<file path="src/rtl/counter_pkg.sv">
// Shared encodings and helpers for the up/down counter family.
// Boundary-mode encodings and the load/parameter clamp live here so every user agrees.
package counter_pkg;

  localparam int MODE_WRAP = 0;
  localparam int MODE_SAT  = 1;

  function automatic longint unsigned clamp_to_max(input longint unsigned value,
                                                   input longint unsigned max_value);
    return (value > max_value) ? max_value : value;
  endfunction

endpackage

</file>
<file path="src/rtl/counter_next_calc.sv">
// Combinational next-state for mod_updown_counter: load clamp, step, and boundary events.
// Arithmetic is carried in WIDTH+1 bits so the bound test never depends on 2**WIDTH.
module counter_next_calc
  import counter_pkg::*;
#(
  parameter int              WIDTH     = 4,
  parameter longint unsigned MAX_VALUE = (64'd1 << WIDTH) - 64'd1,
  parameter int              MODE      = MODE_WRAP
) (
  input  logic [WIDTH-1:0] count,
  input  logic             i_en,
  input  logic             i_up,
  input  logic             i_load,
  input  logic [WIDTH-1:0] i_load_value,
  output logic [WIDTH-1:0] next_count,
  output logic             wrap_evt,
  output logic             sat_evt
);

  localparam logic [WIDTH:0]   MAX_W   = (WIDTH+1)'(MAX_VALUE);
  localparam logic [WIDTH-1:0] MAX_CNT = WIDTH'(MAX_VALUE);

  logic [WIDTH:0] count_ext;
  logic [WIDTH:0] inc_w;
  logic [WIDTH:0] dec_w;
  logic           up_bound;
  logic           down_bound;

  assign count_ext  = {1'b0, count};
  assign inc_w      = count_ext + (WIDTH+1)'(1);
  assign dec_w      = count_ext - (WIDTH+1)'(1);
  // Past the top when the incremented value exceeds the bound; borrow-out marks the bottom.
  assign up_bound   = (inc_w > MAX_W);
  assign down_bound = dec_w[WIDTH];

  always_comb begin
    next_count = count;
    wrap_evt   = 1'b0;
    sat_evt    = 1'b0;
    if (i_load) begin
      next_count = WIDTH'(clamp_to_max(64'(i_load_value), MAX_VALUE));
    end else if (i_en) begin
      if (i_up) begin
        if (!up_bound) begin
          next_count = inc_w[WIDTH-1:0];
        end else if (MODE == MODE_SAT) begin
          next_count = MAX_CNT;
          sat_evt    = 1'b1;
        end else begin
          next_count = '0;
          wrap_evt   = 1'b1;
        end
      end else begin
        if (!down_bound) begin
          next_count = dec_w[WIDTH-1:0];
        end else if (MODE == MODE_SAT) begin
          next_count = '0;
          sat_evt    = 1'b1;
        end else begin
          next_count = MAX_CNT;
          wrap_evt   = 1'b1;
        end
      end
    end
  end

endmodule

</file>
<file path="src/rtl/mod_updown_counter.sv">
// Parametrised up/down counter with load, wrap/saturate bounds and registered event pulses.
// Holds the state registers, the async reset and the bound decode.
module mod_updown_counter
  import counter_pkg::*;
#(
  parameter int              WIDTH       = 4,
  parameter longint unsigned MAX_VALUE   = (64'd1 << WIDTH) - 64'd1,
  parameter longint unsigned RESET_VALUE = 64'd0,
  parameter int              MODE        = MODE_WRAP
) (
  input  logic             i_clk,
  input  logic             i_reset,
  input  logic             i_en,
  input  logic             i_up,
  input  logic             i_load,
  input  logic [WIDTH-1:0] i_load_value,
  output logic [WIDTH-1:0] o_count,
  output logic             o_wrap,
  output logic             o_sat,
  output logic             o_at_max,
  output logic             o_at_min
);

  localparam longint unsigned WIDTH_MAX = (64'd1 << WIDTH) - 64'd1;

  if (WIDTH < 1 || WIDTH > 32) begin : g_bad_width
    $error("mod_updown_counter: WIDTH must be 1..32");
  end
  if (clamp_to_max(MAX_VALUE, WIDTH_MAX) != MAX_VALUE) begin : g_bad_max
    $error("mod_updown_counter: MAX_VALUE does not fit in WIDTH bits");
  end
  if (clamp_to_max(RESET_VALUE, MAX_VALUE) != RESET_VALUE) begin : g_bad_reset
    $error("mod_updown_counter: RESET_VALUE exceeds MAX_VALUE");
  end
  if (MODE != MODE_WRAP && MODE != MODE_SAT) begin : g_bad_mode
    $error("mod_updown_counter: MODE must be MODE_WRAP or MODE_SAT");
  end

  logic [WIDTH-1:0] count_q, count_d;
  logic             wrap_q, wrap_d;
  logic             sat_q, sat_d;

  counter_next_calc #(
    .WIDTH     (WIDTH),
    .MAX_VALUE (MAX_VALUE),
    .MODE      (MODE)
  ) u_next (
    .count        (count_q),
    .i_en         (i_en),
    .i_up         (i_up),
    .i_load       (i_load),
    .i_load_value (i_load_value),
    .next_count   (count_d),
    .wrap_evt     (wrap_d),
    .sat_evt      (sat_d)
  );

  always_ff @(posedge i_clk or posedge i_reset) begin
    if (i_reset) begin
      count_q <= WIDTH'(RESET_VALUE);
      wrap_q  <= 1'b0;
      sat_q   <= 1'b0;
    end else begin
      count_q <= count_d;
      wrap_q  <= wrap_d;
      sat_q   <= sat_d;
    end
  end

  assign o_count  = count_q;
  assign o_wrap   = wrap_q;
  assign o_sat    = sat_q;
  assign o_at_max = (count_q == WIDTH'(MAX_VALUE));
  assign o_at_min = (count_q == '0);

endmodule

</file>
<file path="config.mk">
export PLATFORM = sky130hd
export DESIGN_NAME = mod_updown_counter
export DESIGN_NICKNAME = d
export VERILOG_FILES = /design/src/rtl/counter_pkg.sv /design/src/rtl/counter_next_calc.sv /design/src/rtl/mod_updown_counter.sv
export SDC_FILE = /design/constraint.sdc
export NUM_CORES = 1
export LEC_CHECK = 0
export ABC_AREA = 1
export BUFFER_PORTS_ARGS = -buffer_cell sky130_fd_sc_hd__buf_2
export CAP_MARGIN = 30
export CORE_AREA = 2 2 39 41
export CTS_BUF_LIST = sky130_fd_sc_hd__clkbuf_8
export DETAILED_ROUTE_END_ITERATION = 6
export DIE_AREA = 0 0 41 43
export SKIP_CTS_REPAIR_TIMING = 1
export SYNTH_ARGS = -nofsm -noshare
export SYNTH_HDL_FRONTEND = slang
export SYNTH_HIERARCHICAL = 1
export SYNTH_SLANG_ARGS = --single-unit
</file>
<file path="constraint.sdc">
create_clock -name i_clk -period 1.9 [get_ports i_clk]
set_clock_uncertainty 0.2 [all_clocks]
set_input_delay 0.38 -clock i_clk [delete_from_list [all_inputs] [get_ports i_clk]]
set_output_delay 0.38 -clock i_clk [all_outputs]
set_load 0.05 [all_outputs]
</file>
Word level (Yosys, flattened, before mapping) --
Cells that the tools add are included.
Storage, ports and cells: register bits 5, input port bits 9, output and inout bits 8
Cells by class: add/sub/neg operators 2, magnitude comparators 1, equal/unequal tests 1, multiplexer cells 10, reduce and logical (&&, ||, !) cells 2
Operators with widths (number):
- $mux W4 | 5
- $add A4 B1 Y5 const B | 1
- $gt A5 B4 Y1 const B | 1
- $mux W1 | 5
- $sub A4 B1 Y5 const B | 1
- $eq A4 B4 Y1 const B | 1
- $logic_not A4 Y1 | 1
- $reduce_bool A2 Y1 | 1

Logic depth before layout (Yosys ltp) --
depth in word-level cells 6, mapped depth 10

Hierarchy --
Netlist, hierarchy kept.
Modules (own cells, without submodules):
- counter_next_calc | times used 1, cells an instance 59, area an instance 312.8 sq um, seq. area each 0.0 sq um
- mod_updown_counter | times used 1, cells an instance 17, area an instance 191.4 sq um, seq. area each 150.1 sq um

Worst setup path before layout --
OpenSTA, ideal clock, no wires.
kind register -> output, start point reg count_q[0], in the netlist o_count[0], end point out o_at_max, arrival time 1.507 ns, required time 1.320 ns, slack -0.187 ns, cell stages (with the launch flop) 3, path buffers 0, cell sequence dfrtp_1 -> nand2_1 -> nor2_1
Between the ends: word-level cells in the longest chain between the ends 1
RTL lines:
- start, declared | RTL line mod_updown_counter.sv:39 | logic [WIDTH-1:0] count_q, count_d;
- start signal, assigned | RTL line mod_updown_counter.sv:60 | count_q <= WIDTH'(RESET_VALUE);
- start signal, assigned | RTL line mod_updown_counter.sv:64 | count_q <= count_d;
- $eq A4 B4 Y1 | RTL line mod_updown_counter.sv:73 | assign o_at_max = (count_q == WIDTH'(MAX_VALUE));
- end, declared | RTL line mod_updown_counter.sv:20 | output logic o_at_max,
Every way passes these cells.

Final worst setup path --
Same ends and word-level chain as after synthesis.

==> flow_metrics.py <==
metrics = {
    "timing": {
        "rsz0062_at_grt": "false",
        "slew_violations": 0,
        "fmax_mhz": 564.0,
        "hold_violations": 0,
        "hold_ws_ps": 164.5,
        "setup_viol": 0,
        "finalCriticalPeriod_ps": 1773,
        "period_share": 0.9332,
        "finalSetupTns_ps": 0,
    },
    "worst_setup_path": {
        "worstSetupPathType": "reg2out",
        "required_ps": 1320,
        "path_buf_inv": 2,
        "worst_ep_arrival_time_ps": 1190,
        "slowest_delay_ps": 420,
        "endpoint_kind": "output port",
        "cp_slowest_cell": "dfrtp_2",
        "critPathLaunchType": "flop",
        "critPathMaxFanout": 8,
        "worstPathCellList": "buf_4 > nand2_1 > nor2_2 > buf_2",
        "crit_family": "flip-flops",
    },
    "global_routing": {
        "gr-total-overflow": 0,
        "grt_pass1_wl_um": 2035,
        "grt_antenna_before_repair": 0,
        "grt_pass1_vias": 512,
        "grt_max_degree": 11,
        "grtUsageTotal": 0.1700,
    },
    "cts": {
        "clk_transition_reported_paths_ps": 40,
        "tritoncts": "built",
        "clock_latency_ps": 220,
        "cts_num_sinks": 6,
        "htree_levels": 1,
        "root_buffer": "clkbuf_8",
        "cts_buffers": 3,
        "cts_buffer_depth": 2,
    },
    "routing": {
        "drt-total-wl_um": 1201,
        "ant_nets": 0,
        "drtIter0Drc": 4,
        "dr.pass1.iters": 2,
        "dr_total_vias": 510,
        "avgRoutedWirePerCell_um": 10.63,
        "vias_per_cell": 4.513,
        "drc_errors": 0,
    },
    "pwr": {
        "p_int_w": 0.0003494,
        "p_switching_w": 0.0002230,
        "swShare": 0.3896,
        "power.density_nw_per_um2": 858.4,
        "leakagePower_nw": 0.3735,
        "ir_worst_vdd_uv": 392.3,
        "power_frac_comb": 0.371,
        "seqPwrFrac": 0.288,
        "pwr-share-clk": 0.341,
    },
    "die": {
        "die_h_um": 43,
        "die_w_um": 41,
        "initial_core_util": 0.3644,
        "boundaryPins": 17,
        "dieArea_um2": 1763,
        "rows": 14,
        "fp.coreArea_um2": 1384,
    },
    "placement": {
        "place.port_buffers": 16,
        "dp_hpwl_um": 899.8,
        "gp_congestion": 0.7614,
    },
    "finish": {
        "drive_gt1_frac": 0.3608,
        "antenna_cells": 0,
        "syn_to_final_growth_pct": 32.26,
        "nets": 110,
        "final_cell_mix": "16 x nand2_1, 16 x buf_2, 12 x inv_1",
    },
    "logic_synthesis": {
        "ys_types": 18,
        "syn_inst": 76,
        "syn-num-nets": 88,
        "synthesis.area_um2": 504.2,
        "ys_ff_latch": 6,
        "ys_warn_count": 6,
        "ys_seq_area_frac": 0.2978,
        "postSynthAreaPerCell_um2": 6.635,
    },
    "hold_path": {
        "hold_class": "in2reg",
    },
    "status": {
        "outcome": "complete, no violations",
    },
    "job": {
        "drv_cap": 0,
    },
}
==> power groups by stage <==
stage / sequential [W] / clock, W / combinational, W
floorplan: 0.000206 / 0 / 0.000118
global placement: 0.000168 / 0 / 0.000203
detailed placement: 0.000168 / 0 / 0.000206
CTS: 0.000167 / 0.000200 / 0.000207
global route: 0.000169 / 0.000206 / 0.000235
finish: 0.000165 / 0.000195 / 0.000212
==> worst paths after layout <==
kind,startpoint,end,slack [ps],depth (start not counted)
min,i_load_value[3],o_count[3],160,3
min in group asynchronous,i_reset,o_wrap,420,3
min reg2reg,o_count[1],o_count[1],500,2
max,o_count[0],o_at_max,130,4
max reg2reg,o_count[0],o_count[3],210,9
max in group asynchronous,i_reset,o_count[0],870,3
==> worst register-to-register path, stage by stage (launching register included) <==
cell and delay (ps):
dfrtp_2 420, inv_1 90, ha_1 330, nand2_2 60, nor2_2 90, nand2_1 60, nand2_2 70, nor2_1 40
o21ai_1 140, nand2_1 60
==> synth_stat cells <==
cell type / instances / area share
nand2_1: 16 / 0.12
inv_1: 11 / 0.082
nor2_1: 9 / 0.067
nand3_1: 7 / 0.069
dfrtp_1: 6 / 0.30
a21oi_1: 5 / 0.050
nand2_2: 5 / 0.062
a21oi_2: 3 / 0.052
ha_1: 3 / 0.074
inv_2: 2 / 0.015
nand4_1: 2 / 0.025
buf_4: 1 / 0.015
conb_1: 1 / 0.0074
nor2_2: 1 / 0.012
o211ai_1: 1 / 0.015
o21ai_0: 1 / 0.0099
o21ai_1: 1 / 0.0099
xnor2_1: 1 / 0.017
==> logic make-up (layout without fill, tap and decap cells) <==
| family | count (synthesis) | count (layout) | synth area share |
|---|---|---|---|
| AOI/OAI and AO/OA | 11 | 11 | 0.1365 |
| xor gates and xnor gates | 1 | 1 | 0.01737 |
| adders and majority gates | 3 | 3 | 0.07445 |
| buffers and inverters | 14 | 35 | 0.1117 |
| DFF | 6 | 6 | 0.2978 |
| other | 1 | 1 | 0.007437 |
| and+or+nand+nor | 40 | 40 | 0.3548 |
==> area by class of cell <==
type                            instances  area [um^2]
Inverter                               13        48.80
Tap cell                               16        20.02
Clock buffer                            3        41.29
Timing Repair Buffer                   18        97.59
Fill cell                             156        716.9
Sequential cell                         6        152.6
Clock inverter                          1        3.754
Multi-Input combinational cell         56        302.8
==> layer usage <==
metal  share of wire  global-route usage  up-vias
met5               0                   0        -
met3           0.022             0.01571        0
met4               0             0.06000        0
met1            0.50              0.2244      221
li1                -                   -      281
met2            0.48              0.2750        8
==> metrics by stage <==
stage	cell area (um^2)	setup WS [ps]	util	power, W	instances
finish	666.9	127.0	0.4819	0.0005724	113
global route	666.9	37.76	0.4819	0.0006100	113
CTS	649.4	121.8	0.4693	0.0005738	111
detailed placement	604.3	185.1	0.4367	0.0003738	107
global placement	604.3	206.9	0.4367	0.0003714	107
floorplan	511.7	23.91	-	0.0003239	76
==> state kept, by name (all words and copies together), names as in the netlist <==
register,cells
o_sat,1
o_count,4
o_wrap,1
Power figures use the tool's default switching activity.
